<file path="src/rtl/pe_scheduler.sv">
// Sequences filter and IFMap loads from source memories into the PE buffers and runs one PE pass per row.
// Define PE_SCHED_PERF_EN to build the saturating busy-cycle counter on cycle_count.
module pe_scheduler #(
  parameter int DATA_WIDTH = 20,
  parameter int ADDR_WIDTH = 8,
  parameter int LEN_WIDTH  = 5,
  parameter int ROWS_WIDTH = 6
) (
  input  logic                    clk,
  input  logic                    rst,
  input  logic                    go,
  output logic                    busy,
  output logic                    done_all,
  input  logic [LEN_WIDTH-1:0]    cfg_row_len,
  input  logic [LEN_WIDTH-1:0]    cfg_filter_len,
  input  logic [ROWS_WIDTH-1:0]   cfg_num_rows,
  output logic [ADDR_WIDTH-1:0]   ifmap_raddr,
  input  logic [DATA_WIDTH-1:0]   ifmap_rdata,
  output logic [ADDR_WIDTH-1:0]   filter_raddr,
  input  logic [DATA_WIDTH-1:0]   filter_rdata,
  output logic                    wen_IFMap,
  output logic [DATA_WIDTH+1:0]   IFMap_in,
  input  logic                    ready_IFMap,
  output logic                    wen_Filter,
  output logic [DATA_WIDTH-1:0]   Filter_in,
  input  logic                    ready_Filter,
  output logic                    pe_start,
  input  logic                    pe_ready,
  input  logic                    pe_done,
  output logic [31:0]             cycle_count
);

  typedef enum logic [2:0] {
    IDLE, LOAD_FILT, LOAD_IFMAP, START, WAIT_DONE, FINISH
  } state_t;

  state_t                  r_state;
  logic                    r_phase;
  logic [LEN_WIDTH-1:0]    r_row_len;
  logic [LEN_WIDTH-1:0]    r_filt_len;
  logic [LEN_WIDTH-1:0]    r_elem_cnt;
  logic [ROWS_WIDTH-1:0]   r_num_rows;
  logic [ROWS_WIDTH-1:0]   r_row_cnt;
  logic [ADDR_WIDTH-1:0]   r_ifmap_addr;
  logic [ADDR_WIDTH-1:0]   r_filt_addr;
  logic                    r_pe_start;
  logic                    r_done_all;

  logic                    w_filt_wr;
  logic                    w_if_wr;
  logic                    w_first;
  logic                    w_filt_last;
  logic                    w_if_last;
  logic [ROWS_WIDTH-1:0]   w_row_next;

  // r_phase=0 drives the address, r_phase=1 is the write phase with read data valid.
  assign w_filt_wr   = (r_state == LOAD_FILT)  && r_phase;
  assign w_if_wr     = (r_state == LOAD_IFMAP) && r_phase;
  assign w_first     = (r_elem_cnt == '0);
  assign w_filt_last = (r_elem_cnt == (r_filt_len - LEN_WIDTH'(1)));
  assign w_if_last   = (r_elem_cnt == (r_row_len - LEN_WIDTH'(1)));
  assign w_row_next  = r_row_cnt + ROWS_WIDTH'(1);

  assign busy         = (r_state != IDLE);
  assign done_all     = r_done_all;
  assign pe_start     = r_pe_start;
  assign ifmap_raddr  = r_ifmap_addr;
  assign filter_raddr = r_filt_addr;
  assign wen_Filter   = w_filt_wr && ready_Filter;
  assign wen_IFMap    = w_if_wr && ready_IFMap;
  assign Filter_in    = w_filt_wr ? filter_rdata : '0;
  assign IFMap_in     = w_if_wr ? {w_first, w_if_last, ifmap_rdata} : '0;

  always_ff @(posedge clk or negedge rst) begin
    if (!rst) begin
      r_state      <= IDLE;
      r_phase      <= 1'b0;
      r_row_len    <= '0;
      r_filt_len   <= '0;
      r_num_rows   <= '0;
      r_elem_cnt   <= '0;
      r_row_cnt    <= '0;
      r_ifmap_addr <= '0;
      r_filt_addr  <= '0;
      r_pe_start   <= 1'b0;
      r_done_all   <= 1'b0;
    end else begin
      r_pe_start <= 1'b0;
      r_done_all <= 1'b0;
      case (r_state)
        IDLE: begin
          if (go) begin
            r_row_len    <= cfg_row_len;
            r_filt_len   <= cfg_filter_len;
            r_num_rows   <= cfg_num_rows;
            r_elem_cnt   <= '0;
            r_row_cnt    <= '0;
            r_ifmap_addr <= '0;
            r_filt_addr  <= '0;
            r_phase      <= 1'b0;
            r_state      <= LOAD_FILT;
          end
        end
        LOAD_FILT: begin
          if (!r_phase) begin
            r_phase <= 1'b1;
          end else if (ready_Filter) begin
            r_filt_addr <= r_filt_addr + ADDR_WIDTH'(1);
            r_phase     <= 1'b0;
            if (w_filt_last) begin
              r_elem_cnt <= '0;
              r_state    <= LOAD_IFMAP;
            end else begin
              r_elem_cnt <= r_elem_cnt + LEN_WIDTH'(1);
            end
          end
        end
        LOAD_IFMAP: begin
          if (!r_phase) begin
            r_phase <= 1'b1;
          end else if (ready_IFMap) begin
            r_ifmap_addr <= r_ifmap_addr + ADDR_WIDTH'(1);
            r_phase      <= 1'b0;
            if (w_if_last) begin
              r_elem_cnt <= '0;
              r_state    <= START;
            end else begin
              r_elem_cnt <= r_elem_cnt + LEN_WIDTH'(1);
            end
          end
        end
        START: begin
          if (pe_ready) begin
            r_pe_start <= 1'b1;
            r_state    <= WAIT_DONE;
          end
        end
        WAIT_DONE: begin
          if (pe_done) begin
            r_row_cnt <= w_row_next;
            if (w_row_next == r_num_rows) begin
              r_done_all <= 1'b1;
              r_state    <= FINISH;
            end else begin
              r_phase <= 1'b0;
              r_state <= LOAD_IFMAP;
            end
          end
        end
        FINISH:  r_state <= IDLE;
        default: r_state <= IDLE;
      endcase
    end
  end

`ifdef PE_SCHED_PERF_EN
  logic [31:0] r_cycle_count;

  always_ff @(posedge clk or negedge rst) begin
    if (!rst) begin
      r_cycle_count <= '0;
    end else if ((r_state == IDLE) && go) begin
      r_cycle_count <= '0;
    end else if (busy && (r_cycle_count != '1)) begin
      r_cycle_count <= r_cycle_count + 32'd1;
    end
  end

  assign cycle_count = r_cycle_count;
`else
  assign cycle_count = '0;
`endif

endmodule

</file>
<file path="config.mk">
export PLATFORM = sky130hd
export DESIGN_NAME = pe_scheduler
export DESIGN_NICKNAME = d
export VERILOG_FILES = /design/src/rtl/pe_scheduler.sv
export SDC_FILE = /design/constraint.sdc
export NUM_CORES = 1
export LEC_CHECK = 0
export CAP_MARGIN = 25
export CORE_UTILIZATION = 38
export DETAILED_ROUTE_END_ITERATION = 12
export PLACE_DENSITY = 0.82
export REMOVE_ABC_BUFFERS = 1
export SYNTH_ARGS = -nofsm -noshare
export SYNTH_HDL_FRONTEND = slang
export SYNTH_SLANG_ARGS = --single-unit
</file>
<file path="constraint.sdc">
create_clock -name clk -period 1.9 [get_ports clk]
set_input_delay 0.285 -clock clk [delete_from_list [all_inputs] [get_ports clk]]
set_output_delay 0.285 -clock clk [all_outputs]
set_load 0.01 [all_outputs]
</file>
======== Word level (Yosys, flattened, before mapping) ========
Index checks and enable logic that the tools add are counted.
storage, ports and cells
  flip-flop bits (word level) ............. 49
  bits in latches ......................... 0
  memory bits (writable) .................. 0
  bits in read-only memories .............. 0
  output and inout bits ................... 95
  memories ................................ 0
cells by class
  add/sub/neg operators ................... 6
  multiply operators ...................... 0
  divide/modulo/power cells ............... 0
  magnitude comparators ................... 0
  equal/unequal tests ..................... 17
  shifts and indexed selects .............. 0
  multiplexer cells ....................... 44
  bitwise operators ....................... 0
  reduce and logical (&&, ||, !) cells .... 19
operators by type and width
  kind                                              count
  two-way mux 8 bit                                 5
  two-way mux 5 bit                                 7
  one-hot mux 8 bit (2 select lines)                2
  two-way mux 3 bit                                 10
  two-way mux 22 bit                                1
  two-way mux 20 bit                                1
  != test 2 bit, second input constant              10
  adder 8 x 1 -> 8 bit, second input constant       2
  one-hot mux 3 bit (5 select lines)                1
  one-hot mux 5 bit (3 select lines)                1
  two-way mux 1 bit                                 12
  two-way mux 6 bit                                 2
  one-hot mux 6 bit (2 select lines)                1
  AND reduction 4 bit                               3
  == test 5 bit                                     2
  subtractor 5 x 1 -> 5 bit, second input constant  2
  AND reduction 9 bit                               1
  adder 6 x 1 -> 6 bit, second input constant       1
  == test 3 x 2 -> 1 bit, second input constant     2
  == test 6 bit                                     1
  AND reduction 6 bit                               1
  nonzero test 2 bit                                3
  nonzero test 3 bit                                2
  adder 5 x 1 -> 5 bit, second input constant       1
  9 further kinds                                   12

======== Depth between registers and ports, before layout ========
  depth in word-level cells ............... 6
  depth in mapped cells ................... 8
  depth with buffers taken out ............ 8

======== Worst setup path after synthesis ========
No wires, ideal clock.
  path type ............................... register to register
  from .................................... register r_row_len[0]
  to ...................................... register r_state[0]
  arrival ................................. 1834 ps
  required time ........................... 1775 ps
  setup slack ............................. -59 ps
  cell stages (with the launch flop) ...... 9
  buffers on the path ..................... 0
  clock period less this slack ............ 1959 ps
  cells stage by stage .................... dfrtp_1 inv_1 ha_1 xnor2_1 a211oi_2 o311ai_4 o2bb2ai_1 nor2_2 mux2_4
on the way
  longest elaborated chain between the ends .. 4
RTL lines
  what                                  RTL line  source
  start: declaration                    39        logic [LEN_WIDTH-1:0] r_row_len;
  start signal: assignment              93        r_row_len <= cfg_row_len;
  subtractor 5 x 1 -> 5 bit             61        assign w_if_last = (r_elem_cnt == (r_row_len - LEN_WIDTH'(1)));
  == test 5 bit                         61
  != test 2 bit (no source line)        -
  AND reduction 9 bit (no source line)  -
  end signal: assignment                76        r_state <= IDLE;
  end signal: assignment                101       r_state <= LOAD_FILT;
  end signal: assignment                112       r_state <= LOAD_IFMAP;
  end: declaration                      37        state_t r_state;
No other way between the ends.
A chain may end at the register's enable or synchronous reset.

======== Worst setup path in the final report ========
  from .................................... register r_row_len[1]
  to ...................................... output IFMap_in[20]
on the way
  longest elaborated chain between the ends .. 3
RTL lines
  what                       RTL line  source
  subtractor 5 x 1 -> 5 bit  61
  == test 5 bit              61
  two-way mux 22 bit         72        assign IFMap_in = w_if_wr ? {w_first, w_if_last, ifmap_rdata} : '0;
  end: declaration           22        output logic [DATA_WIDTH+1:0] IFMap_in,
No other way between the ends.

==> out/qor.txt <==
Outcome = finished with violations
Failing checks = setup timing
Most common cell in the netlist = dfrtp_1
Peak VDD IR = 0.774 mV
Endpoints failing setup = 37
IO buf count = 125
Synth unique cells = 54
Post-synth top area share = 36.5%
Final period utilization = 107%
Multi-input logic area = 2250 um^2
CTS clk-pin slew, worst paths = 0.09 ns
Clk pwr share = 11.3%
Worst-skew pair later-pin latency = 0.31 ns
Vias per Instance = 4.88
Logic pwr share = 67.1%
Post-synth top cells = dfrtp_1 (49), and2_1 (43), buf_4 (35)
Post-synth top flop = dfrtp_1
Total iterations of the first detailed-routing run = 4
Worst-path fanout max = 2
Setup crit end = IFMap_in[20]
Max frequency = 490 MHz
WL final = 10500 um
Initial core utilization = 40.1%
Tot GR Track Use = 20.7%
CTS tree = yes
Register Area = 1230 um^2
#FFs+latches synth = 49
Pre-CTS setup slack = -0.315 ns
Placer Congestion = 0.851
CTS Buf Count = 5
Yosys Warn Count = 0
Final hold vios = 0
WP data arrival = 1.76 ns
Clock sinks = 49
EDFF count, synth = 0
PwrDens = 1330 nW/um^2
Routed WL per cell = 15.8 um
Critical R2R Capture = r_state[0]$_DFFE_PN0P_
Avg Inst Size Synth = 9.48 um^2
Internal power = 4.93 mW
Post-Syn Area = 3360 um^2
Reg2reg start = r_row_len[1]$_DFFE_PN0P_
RSZ-0062 raised after global routing = true
Vias in the first global route = 3054
Detailed Place HPWL = 6860 um
Max_cap viols = 0
Area Overhead vs Synth = 75.5%
Num rows = 33
WP data required = 1.62 ns
Net Sw Power = 2.91 mW
IO Count = 158
H-tree depth = 2
Root Buffer = clkbuf_8
Yosys top cell by area = dfrtp_1
Sequential cell area fraction in the yosys report = 36.5%
Congestion Overflow GR = 0
Antenna Nets Post-Route = 0
Clock Tree Buf Depth = 2
Part of the power in registers = 21.6%
Layout cells sized above 1 = 43.5%
Min Tclk post-route = 2.04 ns
R2R Setup Slk = -0.13 ns
Synth area leaders = dfrtp_1 (37%), and2_1 (8.0%), buf_4 (7.8%), xor2_1 (5.2%), mux2_2 (4.0%)
Diode count = 0
Pin count of the biggest net entering global routing = 26
Mapped Cells = 354
Synth async-reset ratio = 100%
Die H = 96.0 um
Starting DRT DRC Count = 89
Switching share of power = 37.1%
Die width = 96.0 um
Setup crit end kind = primary output
Critical path class = register to primary output
Min-delay worst type = input pin to async pin
Reg2Reg Depth = 9
Routed via count = 3250
Leakage power = 2.71 nW
First-pass GRT wire length = 14700 um
Worst Setup Start Kind = register
Final worst slack = -0.142 ns
Die Area = 9210 um^2
Slew Viols, Final = 0
Initial antenna violation count = 0
Setup_tns = -1.92 ns
Power Total = 7.85 mW
Crit path launch = r_row_len[1]$_DFFE_PN0P_
Skew final = 0.0146 ns
Core ar. = 8380 um^2
Fill count = 599
Residual DRC = 0
Nets = 630
## stage by stage
stage / util (%) / hold slack (ns) / cells / instance area [um^2]
CTS: 63.9 / 0.364 / 654 / 5360
global route: 70.3 / 0.393 / 666 / 5890
detailed placement: 58.7 / 0.161 / 618 / 4920
finish: 70.3 / 0.364 / 666 / 5890
global placement: 58.7 / 0.154 / 618 / 4920
floorplan: - / -0.0106 / 338 / 3140
## layout make-up
class	count	share of cell area (%)
clock buffers	5	1.17
clock inverters	3	1.10
inverters	13	0.828
multi-input cells	276	38.3
flip-flops and latches	49	20.9
well taps	105	2.23
repair buffers	215	35.5
## sequential cells by signal, indices dropped and copies added (netlist names)
name / flops
r_num_rows: 6
r_filt_len: 5
done_all: 1
pe_start: 1
r_phase: 1
r_elem_cnt: 5
r_row_len: 5
r_state: 3
r_row_cnt: 6
filter_raddr: 8
ifmap_raddr: 8
## cells in the final DEF, fill, tap and decap left out, drive strengths merged, types with 3 or more instances in the layout
master and n:
inv 13, and2 43, nand4 5, xnor2 14, nand2b 6, conb 32
mux2 14, a211oi 3, clkdlybuf4s50 79, nor2 28, nand3 15, clkbuf 7
ha 7, nand2 16, xor2 20, buf 133, a21oi 10, dfrtp 49
o21ai 17, nor3 4, o2bb2ai 3, a21boi 4, and3 6
## per-layer routing
metal	part of all wire, %	GRT usage [%]
met1	40	25.2
met3	4.3	3.55
met4	1.7	4.60
met2	54	37.8
met5	0	0
## power groups by stage
stage / combinational, mW / clock (mW) / sequential (mW)
2_1_floorplan: 1.89 / 0 / 1.73
3_3_place_gp: 3.52 / 0 / 1.66
3_5_place_dp: 3.64 / 0 / 1.68
4_1_cts: 4.43 / 0.903 / 1.68
5_1_grt: 5.62 / 0.935 / 1.73
6_report: 5.27 / 0.885 / 1.69
## repair_timing
item | 4_1_cts | 5_1_grt
pin swaps | 25 | 52
resized for setup | 255 | 92
hold buffers | 1 | 0
setup endpoints to repair | 77 | 87
gates cloned | 4 | 2
endpoints found under the hold margin | 7 | 0
setup buffers | 25 | 13
## worst min path at each step
stage                     start                         end  slack (ns)
after floorplan             rst          done_all$_DFF_PN0_       -0.01
after global placement      rst  ifmap_raddr[5]$_DFFE_PN0P_        0.15
after detailed placement    rst  ifmap_raddr[4]$_DFFE_PN0P_        0.16
after CTS                   rst  ifmap_raddr[4]$_DFFE_PN0P_        0.36
after global routing        rst  ifmap_raddr[4]$_DFFE_PN0P_        0.39
final                       rst  ifmap_raddr[4]$_DFFE_PN0P_        0.36
## worst max-delay path, cell delays in order (launching register included)
cell	delay, ns
dfrtp_1	0.39
inv_2	0.09
ha_4	0.14
nand4bb_1	0.12
a211oi_2	0.32
o311ai_4	0.15
nor2_1	0.11
buf_2	0.13
## kinds of logic after synthesis
kind of cell | after synthesis | share of synthesized area, %
buffers and inverters | 60 | 11.4
DFF | 49 | 36.5
other | 1 | 0.112
and+or+nand+nor | 136 | 22.6
AOI/OAI and AO/OA | 52 | 12.3
adders and majority gates | 7 | 2.61
xor gates and xnor gates | 34 | 8.87
muxes | 15 | 5.48
No activity file was read; power rests on OpenSTA's default activity.
